$ cat config.mk
export PLATFORM = sky130hd
export DESIGN_NAME = parking_sensor_gen
export DESIGN_NICKNAME = d
export VERILOG_FILES = /design/src/rtl/parking_pkg.sv /design/src/rtl/phase_timer.sv /design/src/rtl/parking_sensor_gen.sv
export SDC_FILE = /design/constraint.sdc
export NUM_CORES = 1
export LEC_CHECK = 0
export BUFFER_PORTS_ARGS = -buffer_cell sky130_fd_sc_hd__buf_4
export CAP_MARGIN = 20
export CORE_ASPECT_RATIO = 0.6
export CORE_UTILIZATION = 53
export CTS_CLUSTER_SIZE = 24
export DETAILED_ROUTE_END_ITERATION = 7
export PLACE_DENSITY = 0.83
export SYNTH_ARGS = -nofsm -noshare
export SYNTH_HDL_FRONTEND = slang
export SYNTH_HIERARCHICAL = 1
export SYNTH_SLANG_ARGS = --single-unit
$ cat constraint.sdc
create_clock -name clk -period 3.3 [get_ports clk]
set_clock_uncertainty 0.15 [all_clocks]
set_input_delay 0.66 -clock clk [delete_from_list [all_inputs] [get_ports clk]]
set_output_delay 0.66 -clock clk [all_outputs]
set_load 0.05 [all_outputs]
$ cat src/rtl/parking_pkg.sv
// Shared types for the two-beam parking sensor generator and detector.
// Holds the command and state encodings plus the phase-to-beam lookup.
package parking_pkg;

  typedef enum logic [1:0] {
    CmdEnter     = 2'd0,
    CmdExit      = 2'd1,
    CmdBalkEnter = 2'd2,
    CmdBalkExit  = 2'd3
  } cmd_e;

  typedef enum logic [5:0] {
    StIdle = 6'b000001,
    StPh1  = 6'b000010,
    StPh2  = 6'b000100,
    StPh3  = 6'b001000,
    StGap  = 6'b010000,
    StDone = 6'b100000
  } gen_state_e;

  typedef enum logic [1:0] {
    DetIdle = 2'd0,
    DetA    = 2'd1,
    DetAB   = 2'd2,
    DetB    = 2'd3
  } det_state_e;

  // Balk commands share bit 1; they stop after the first phase.
  function automatic logic is_balk(cmd_e c);
    return c[1];
  endfunction

  // Beam pair {a,b} driven while the generator sits in state s for command c.
  function automatic logic [1:0] phase_ab(cmd_e c, gen_state_e s);
    logic [1:0] ab;
    ab = 2'b00;
    case (s)
      StPh1:   ab = ((c == CmdEnter) || (c == CmdBalkEnter)) ? 2'b10 : 2'b01;
      StPh2:   ab = 2'b11;
      StPh3:   ab = (c == CmdEnter) ? 2'b01 : 2'b10;
      default: ab = 2'b00;
    endcase
    return ab;
  endfunction

endpackage

$ cat src/rtl/phase_timer.sv
// Down-counter for phase and gap dwell: load N, then expire on the (N+1)th tick.
// Saturates at zero so a stray tick never wraps.
module phase_timer #(
  parameter int unsigned W = 8
) (
  input  logic         clk,
  input  logic         reset,
  input  logic         load,
  input  logic [W-1:0] value,
  input  logic         tick,
  output logic         expire
);

  logic [W-1:0] count_q;
  logic [W-1:0] count_d;

  always_comb begin
    count_d = count_q;
    if (load) begin
      count_d = value;
    end else if (tick && (count_q != '0)) begin
      count_d = count_q - W'(1);
    end
  end

  assign expire = tick && (count_q == '0);

  always_ff @(posedge clk or posedge reset) begin
    if (reset) begin
      count_q <= '0;
    end else begin
      count_q <= count_d;
    end
  end

endmodule

$ cat src/rtl/parking_sensor_gen.sv
// Two-beam parking sensor waveform generator: one command per handshake,
// emitted as registered (a,b) phases with programmable dwell, then a settle gap.
module parking_sensor_gen
  import parking_pkg::*;
#(
  parameter int unsigned DWELL_W = 8,
  parameter int unsigned MIN_GAP = 2
) (
  input  logic               clk,
  input  logic               reset,
  input  logic               cmd_valid,
  output logic               cmd_ready,
  input  logic [1:0]         cmd,
  input  logic [DWELL_W-1:0] dwell,
  input  logic               flush,
  output logic               a,
  output logic               b,
  output logic               busy,
  output logic               done,
  output logic               done_flush
);

  localparam logic [DWELL_W-1:0] GapLoad = DWELL_W'(MIN_GAP - 1);

  gen_state_e         state_q, state_d;
  cmd_e               cmd_q, cmd_d;
  logic [DWELL_W-1:0] dwell_m1_q, dwell_m1_d;
  logic               flushed_q, flushed_d;

  logic               enter_phase;
  logic               enter_gap;
  logic               tmr_load;
  logic [DWELL_W-1:0] tmr_value;
  logic               tmr_tick;
  logic               tmr_expire;

  logic [1:0]         ab_q;
  logic               busy_q;
  logic               done_q;
  logic               done_flush_q;
  logic               cmd_ready_q;

  assign tmr_tick = (state_q == StPh1) || (state_q == StPh2) ||
                    (state_q == StPh3) || (state_q == StGap);

  phase_timer #(
    .W (DWELL_W)
  ) u_timer (
    .clk    (clk),
    .reset  (reset),
    .load   (tmr_load),
    .value  (tmr_value),
    .tick   (tmr_tick),
    .expire (tmr_expire)
  );

  always_comb begin
    state_d     = state_q;
    cmd_d       = cmd_q;
    dwell_m1_d  = dwell_m1_q;
    flushed_d   = flushed_q;
    enter_phase = 1'b0;
    enter_gap   = 1'b0;

    unique case (state_q)
      StIdle: begin
        if (cmd_valid && !flush) begin
          state_d     = StPh1;
          cmd_d       = cmd_e'(cmd);
          // A zero dwell is stretched to one cycle.
          dwell_m1_d  = (dwell == '0) ? '0 : dwell - DWELL_W'(1);
          flushed_d   = 1'b0;
          enter_phase = 1'b1;
        end
      end
      StPh1: begin
        if (flush) begin
          flushed_d = 1'b1;
          enter_gap = 1'b1;
        end else if (tmr_expire) begin
          if (is_balk(cmd_q)) begin
            enter_gap = 1'b1;
          end else begin
            state_d     = StPh2;
            enter_phase = 1'b1;
          end
        end
      end
      StPh2: begin
        if (flush) begin
          flushed_d = 1'b1;
          enter_gap = 1'b1;
        end else if (tmr_expire) begin
          state_d     = StPh3;
          enter_phase = 1'b1;
        end
      end
      StPh3: begin
        if (flush) begin
          flushed_d = 1'b1;
          enter_gap = 1'b1;
        end else if (tmr_expire) begin
          enter_gap = 1'b1;
        end
      end
      StGap: begin
        if (tmr_expire) begin
          state_d = StDone;
        end
      end
      StDone: begin
        state_d = StIdle;
      end
      default: begin
        state_d = StIdle;
      end
    endcase

    if (enter_gap) begin
      state_d = StGap;
    end

    tmr_load  = enter_phase || enter_gap;
    tmr_value = enter_gap ? GapLoad : dwell_m1_d;
  end

  always_ff @(posedge clk or posedge reset) begin
    if (reset) begin
      state_q      <= StIdle;
      cmd_q        <= CmdEnter;
      dwell_m1_q   <= '0;
      flushed_q    <= 1'b0;
      ab_q         <= 2'b00;
      busy_q       <= 1'b0;
      done_q       <= 1'b0;
      done_flush_q <= 1'b0;
      cmd_ready_q  <= 1'b1;
    end else begin
      state_q      <= state_d;
      cmd_q        <= cmd_d;
      dwell_m1_q   <= dwell_m1_d;
      flushed_q    <= flushed_d;
      // Outputs follow the next state so they change on the same edge as it.
      ab_q         <= phase_ab(cmd_d, state_d);
      busy_q       <= (state_d != StIdle);
      done_q       <= (state_d == StDone);
      done_flush_q <= (state_d == StDone) && flushed_d;
      cmd_ready_q  <= (state_d == StIdle);
    end
  end

  assign a          = ab_q[1];
  assign b          = ab_q[0];
  assign busy       = busy_q;
  assign done       = done_q;
  assign done_flush = done_flush_q;
  assign cmd_ready  = cmd_ready_q;

endmodule

Word-level counts from Yosys, hierarchy flattened
Cells that the tools add are included.
{ "word_totals": {"regBits": 31, "latch_bits": 0, "ram_bits": 0, "romBits": 0, "elab_cells": 76, "n_memories": 0} }
{ "classes": {"addsub": 2, "mul": 0, "div_mod_pow": 0, "magnitude_cmp": 0, "n_eq_ne": 12, "shift": 0, "mux": 36, "bitwise": 0, "n_reduce_logical": 16} }
{ "op_table": {"columns": ["operator", "count"], "rows": [
  ["$mux 6", 8],
  ["$mux 8", 6],
  ["$pmux 6 s5", 1],
  ["$logic_not 8->1", 2],
  ["$sub 8x1->8 const B", 2],
  ["$mux 1", 13],
  ["$eq 6x1->1 const B", 2],
  ["$eq 6x2->1 const B", 2],
  ["$eq 6x3->1 const B", 2],
  ["$eq 6x4->1 const B", 2],
  ["$mux 2", 4],
  ["$reduce_bool 8->1", 1],
  ["$eq 6x5->1 const B", 1],
  ["$eq 6x6->1 const B", 1],
  ["$ne 6x1->1 const B", 1],
  ["$pmux 1 s3", 2],
  ["$pmux 2 s3", 1],
  ["$logic_or 1x1->1", 5],
  ["$logic_and 1x1->1", 4],
  ["$reduce_or 3->1", 1],
  ["$eq 2x2->1 const B", 1],
  ["$logic_not 2->1", 1],
  ["$pmux 1 s2", 1],
  ["$reduce_bool 2->1", 1],
  ["$logic_not 1->1", 1]
]} }

Depth between registers and ports, before layout
{ "depth": {"depth_word": 11, "depth_mapped": 14} }

By module
The synthesis kept the hierarchy.
{ "modules_own_cells": {"columns": ["module", "instances", "cells_each", "area_each_um2", "seq_area_each_um2"], "rows": [
  ["parking_sensor_gen", 1, 141, 1380.1, 578.1],
  ["phase_timer", 1, 64, 553.0, 200.2]
]} }

Least setup slack after synthesis
OpenSTA, ideal clock, no wires.
{ "synth_timing": {"path_kind": "flip-flop to flip-flop", "from": "register state_q[1]", "to": "register ab_q[0]", "arrival_ps": 3071, "t_required_ps": 3016, "setup_slack_ps": -55, "stages_incl_launch_ff": 11, "path_buffers": 2, "period_less_slack_ps": 3355, "cell_sequence": "dfrtp_1 clkbuf_2 or4_4 a211oi_2 buf_2 nand4bb_1 nor2_1 or3b_2 a32o_1 a211oi_1 o32ai_1"} }
{ "synth_between": {"elab_chain_cells": 11, "elab_cells_between_ends": 33, "cone_classes": "eq/ne: 9; mux: 18; reduce/logical: 6"} }
{ "synth_rtl": {"columns": ["item", "line", "rtl"], "rows": [
  ["from (decl)", "parking_sensor_gen.sv:25", "gen_state_e state_q, state_d;"],
  ["from (signal assigned)", "parking_sensor_gen.sv:129", "state_q <= StIdle;"],
  ["from (signal assigned)", "parking_sensor_gen.sv:139", "state_q <= state_d;"],
  ["$eq 6x2->1 / $eq 6x3->1 (equally long branches)", "parking_sensor_gen.sv:43", "assign tmr_tick = (state_q == StPh1) || (state_q == StPh2) ||"],
  ["$logic_or 1x1->1 (2 in series)", "parking_sensor_gen.sv:43", null],
  ["$logic_or 1x1->1 (*)", "parking_sensor_gen.sv:44", "(state_q == StPh3) || (state_q == StGap);"],
  ["via tmr_tick", "parking_sensor_gen.sv:34", "logic tmr_tick;"],
  ["$logic_and 1x1->1 (*)", "phase_timer.sv:26", "assign expire = tick && (count_q == '0);"],
  ["via tmr_expire", "parking_sensor_gen.sv:35", "logic tmr_expire;"],
  ["$mux 6, or another cell as far along", "parking_sensor_gen.sv:93", "end else if (tmr_expire) begin"],
  ["$mux 6, or another cell as far along", "parking_sensor_gen.sv:90", "if (flush) begin"],
  ["$pmux 6 s5 / $pmux 1 s3 (equally long branches)", "parking_sensor_gen.sv:65", "unique case (state_q)"],
  ["$mux 6 (*)", "parking_sensor_gen.sv:119", "if (enter_gap) begin"],
  ["$eq 6x4->1, or another cell as far along", "parking_pkg.sv:37", "case (s)"],
  ["$pmux 2 s3 (*)", "parking_pkg.sv:37", null],
  ["to (signal assigned)", "parking_sensor_gen.sv:144", "ab_q <= phase_ab(cmd_d, state_d);"],
  ["to (decl)", "parking_sensor_gen.sv:37", "logic [1:0] ab_q;"]
]} }
The timed path passes the listed nets; every way through them passes the cells marked *.
A chain may end at the register's enable or synchronous reset.

Worst setup path after layout
{ "layout_timing": {"from": "register state_q[3]", "to": "register ab_q[0]"} }
The elaborated chain is that of the path after synthesis.

==> results.md <==
- Run status: completed
- Crit path capture: ab_q[0]
- HP Class: primary input to async pin
- Final setup violation count: 0
- Wire per inst: around 18 um
- Sum Neg Setup Slack: 0 ps
- Final net count: ~250
- Drt drc: 0
- Mean Syn Cell Area: roughly 9.4 um^2
- Least-Margin Pin Slew: 902.6 ps
- Post-DP HPWL: between 3000 and 4000 um
- Top Ports: 20
- Mapped Cells: 205
- Pwr Total: around 0.0012 W
- EDFF count, synth: 0
- Worst skew pair latency: about 290 ps
- Drt pass-1 iters: 4
- Vias per std cell: ~6.3
- Worst reg2reg path startpoint: state_q[3]
- Initial Utilization: 57.48%
- Antenna violations before repair: 0
- Top post-synthesis cells by area: dfrtp_1, nand2_1, nor2_1
- Peak supply drop: about 0.3 mV
- Clock-pin transition on the worst setup and hold timing paths: 70 ps
- Global-route usage over all layers: a little over a quarter
- Routed Antenna Nets: 0
- Minimum clock period: 3055 ps
- Met2 WL: about 2000 um
- #FFs+latches synth: 31
- P per Cell Area: 555.0 nW/um^2
- Slew Limit Headroom: between 30% and 40%
- First-pass GRT wire length: roughly 7900 um
- Met3 WL post-DR: 320 um
- Bufs on Longest Clock Path: 2
- RSZ-0062 raised after global routing: no
- Die W: ~80 um
- Largest net degree at the start of global routing: 24
- Commonest non-fill, non-tap cell in the layout: dfrtp_1
- GR Overflow Total: 0
- Core area: between 3000 and 4000 um^2
- Worst setup startpoint: state_q[3]
- Slew Viols, Final: 0
- Share of cells above drive strength 1: between 20% and 30%
- Layout area overhead: 15.79%
- Clock H-tree levels: 2
- Area share of the largest cell type after synthesis: 37.54%
- MaxCap Viol Count: 0
- Leak: approximately 0.95 nW
- CP Max Fanout: 7
- Vias in the first global route: around 1700
- Setup slack, reg-to-reg: about 240 ps
- CTS hold repair buffers: 0
- R2R cell count: 8
- Asr flop ratio synth: 100.0%
- Largest area contributor in the netlist: dfrtp_1
- Critical Path AT: between 3000 and 4000 ps
- Via count: 1731
- Placement Rows: 16
- Syn Std Cell Area: 1933 um^2
- Routability cong.: slightly above 0.9
- Ys flop type: dfrtp_1
- Commonest non-fill, non-tap cells in the layout: dfrtp_1, buf_4, nand2_1, nor2_1, inv_1
- Final-report hold violation count: 0
- Metal-1 WL: roughly 2500 um
- Register area share after synthesis: 40.26%
- Critical Setup Path Class: register to register
- R2r endpoint: ab_q[0]
- TritonCTS clock tree: done
- Antenna Cells: 0
- Number of gates resized after cts: 0
- Crit-path cells: or4_4, a211oi_2, nand4bb_1, nor2_2, or3b_2, a32o_1, a211oi_1, o32ai_1
- Synth unique cells: 57
- CP endpoint kind: register
- Setup Buffers After CTS: 0
- Post-Route WL: around 4800 um
- Startpoint Class: register
- CP max stage cell: or4_4
- Initial DRC Count: about 110
- FMAX: roughly 330 MHz
- Mapped Nets: ~220
- Worst endpoint required time: ~3300 ps
- CTS root buf: clkbuf_8
- Slowest stage delay, CP: about 570 ps
- Die area: just under 4000 um^2
- CTS sink count: 31
- Top Layer Used: met4
- Inserted Clock Buffers: 5
- Buffers on Ports: 19
- Period utilization: ~93%
- Die Y: between 40 and 50 um
- Yosys warning total: 6
-- per-layer routing --
metal | vias to the layer above | track usage, %
li1 | 809 | -
met1 | 856 | 42.19
met2 | 62 | 37.75
met3 | 4 | 5.421
met4 | 0 | 6.845
met5 | - | 0
-- layout make-up --
class,count,area [um^2]
clock buffers,6,82.58
clock inverters,1,5.005
fillers,299,1125
inverters,12,45.04
multi-input cells,151,1061
flip-flops and latches,31,778.2
well taps,45,56.30
repair buffers,28,210.2
-- cell families after synthesis --
family / count (synthesis) / synth area share (%)
AND/OR/NAND/NOR: 90 / 29.26
AO/OA/AOI/OAI: 53 / 21.23
flip-flops: 31 / 40.26
buffers and inverters: 23 / 4.984
multiplexers: 4 / 2.071
XOR/XNOR: 2 / 0.9063
adder cells (fa/ha/maj): 2 / 1.294
-- synthesized netlist by cell type, types with 2 or more instances --
cell type and instances:
nor4_4 3, a31oi_1 4, or3b_2 3, dfstp_2 2, o31ai_1 2, mux2i_1 4
buf_2 4, dfrtp_1 29, or4b_1 3, xor2_1 2, nand2_1 24, o2111ai_1 3
a21oi_1 10, clkbuf_1 5, a221o_1 2, nor4_1 5, nand2b_1 3, a2bb2oi_1 2
inv_1 12, ha_1 2, nor2_1 20, nor2b_1 4, o21ai_0 4, a211oi_1 5
o2bb2ai_1 2, nor3b_1 2, o21a_1 2, nor3_1 6, o211ai_1 5, or4_4 4
-- stage by stage --
step	worst slack [ps]	instances	util, %	hold WS [ps]	area [um^2]
after floorplan	9.187	205	-	282.7	1936
after global placement	357.3	267	63.95	293.9	2151
after detailed placement	278.4	267	63.95	305.2	2151
after CTS	273.3	274	66.56	194.2	2238
after global routing	73.23	274	66.56	209.3	2238
final	244.8	274	66.56	188.4	2238
-- how the worst min path moves through the flow --
| stage | from | end | slack [ps] | cells after the start |
|---|---|---|---|---|
| floorplan | dwell_m1_q[3] | dwell_m1_q[3] | 280 | 2 |
| global placement | dwell_m1_q[3] | dwell_m1_q[3] | 290 | 2 |
| detailed placement | dwell_m1_q[3] | dwell_m1_q[3] | 310 | 2 |
| CTS | reset | u_timer/count_q[6] | 190 | 2 |
| global route | reset | u_timer/count_q[6] | 210 | 2 |
| finish | reset | u_timer/count_q[6] | 190 | 2 |
-- worst max-delay path: cells and delay by family, from the launching register on --
| kind | cells | cell delay [ps] |
|---|---|---|
| simple gates | 4 | 1400 |
| compound gates | 4 | 910 |
| flops | 1 | 460 |
-- sequential cells by signal (all words and copies together), names as in the netlist --
register,flops
dwell_m1_q,8
u_timer/count_q,8
state_q,6
ab_q,2
cmd_q,2
busy,1
cmd_ready,1
done,1
done_flush,1
flushed_q,1
-- report_power, final --
part	switching (W)	total (W)	internal, W
logic	0.000206	0.000358	0.000153
registers	0.0000978	0.000573	0.000475
clock network	0.000148	0.000311	0.000164
(Power assumes the default switching activity.)
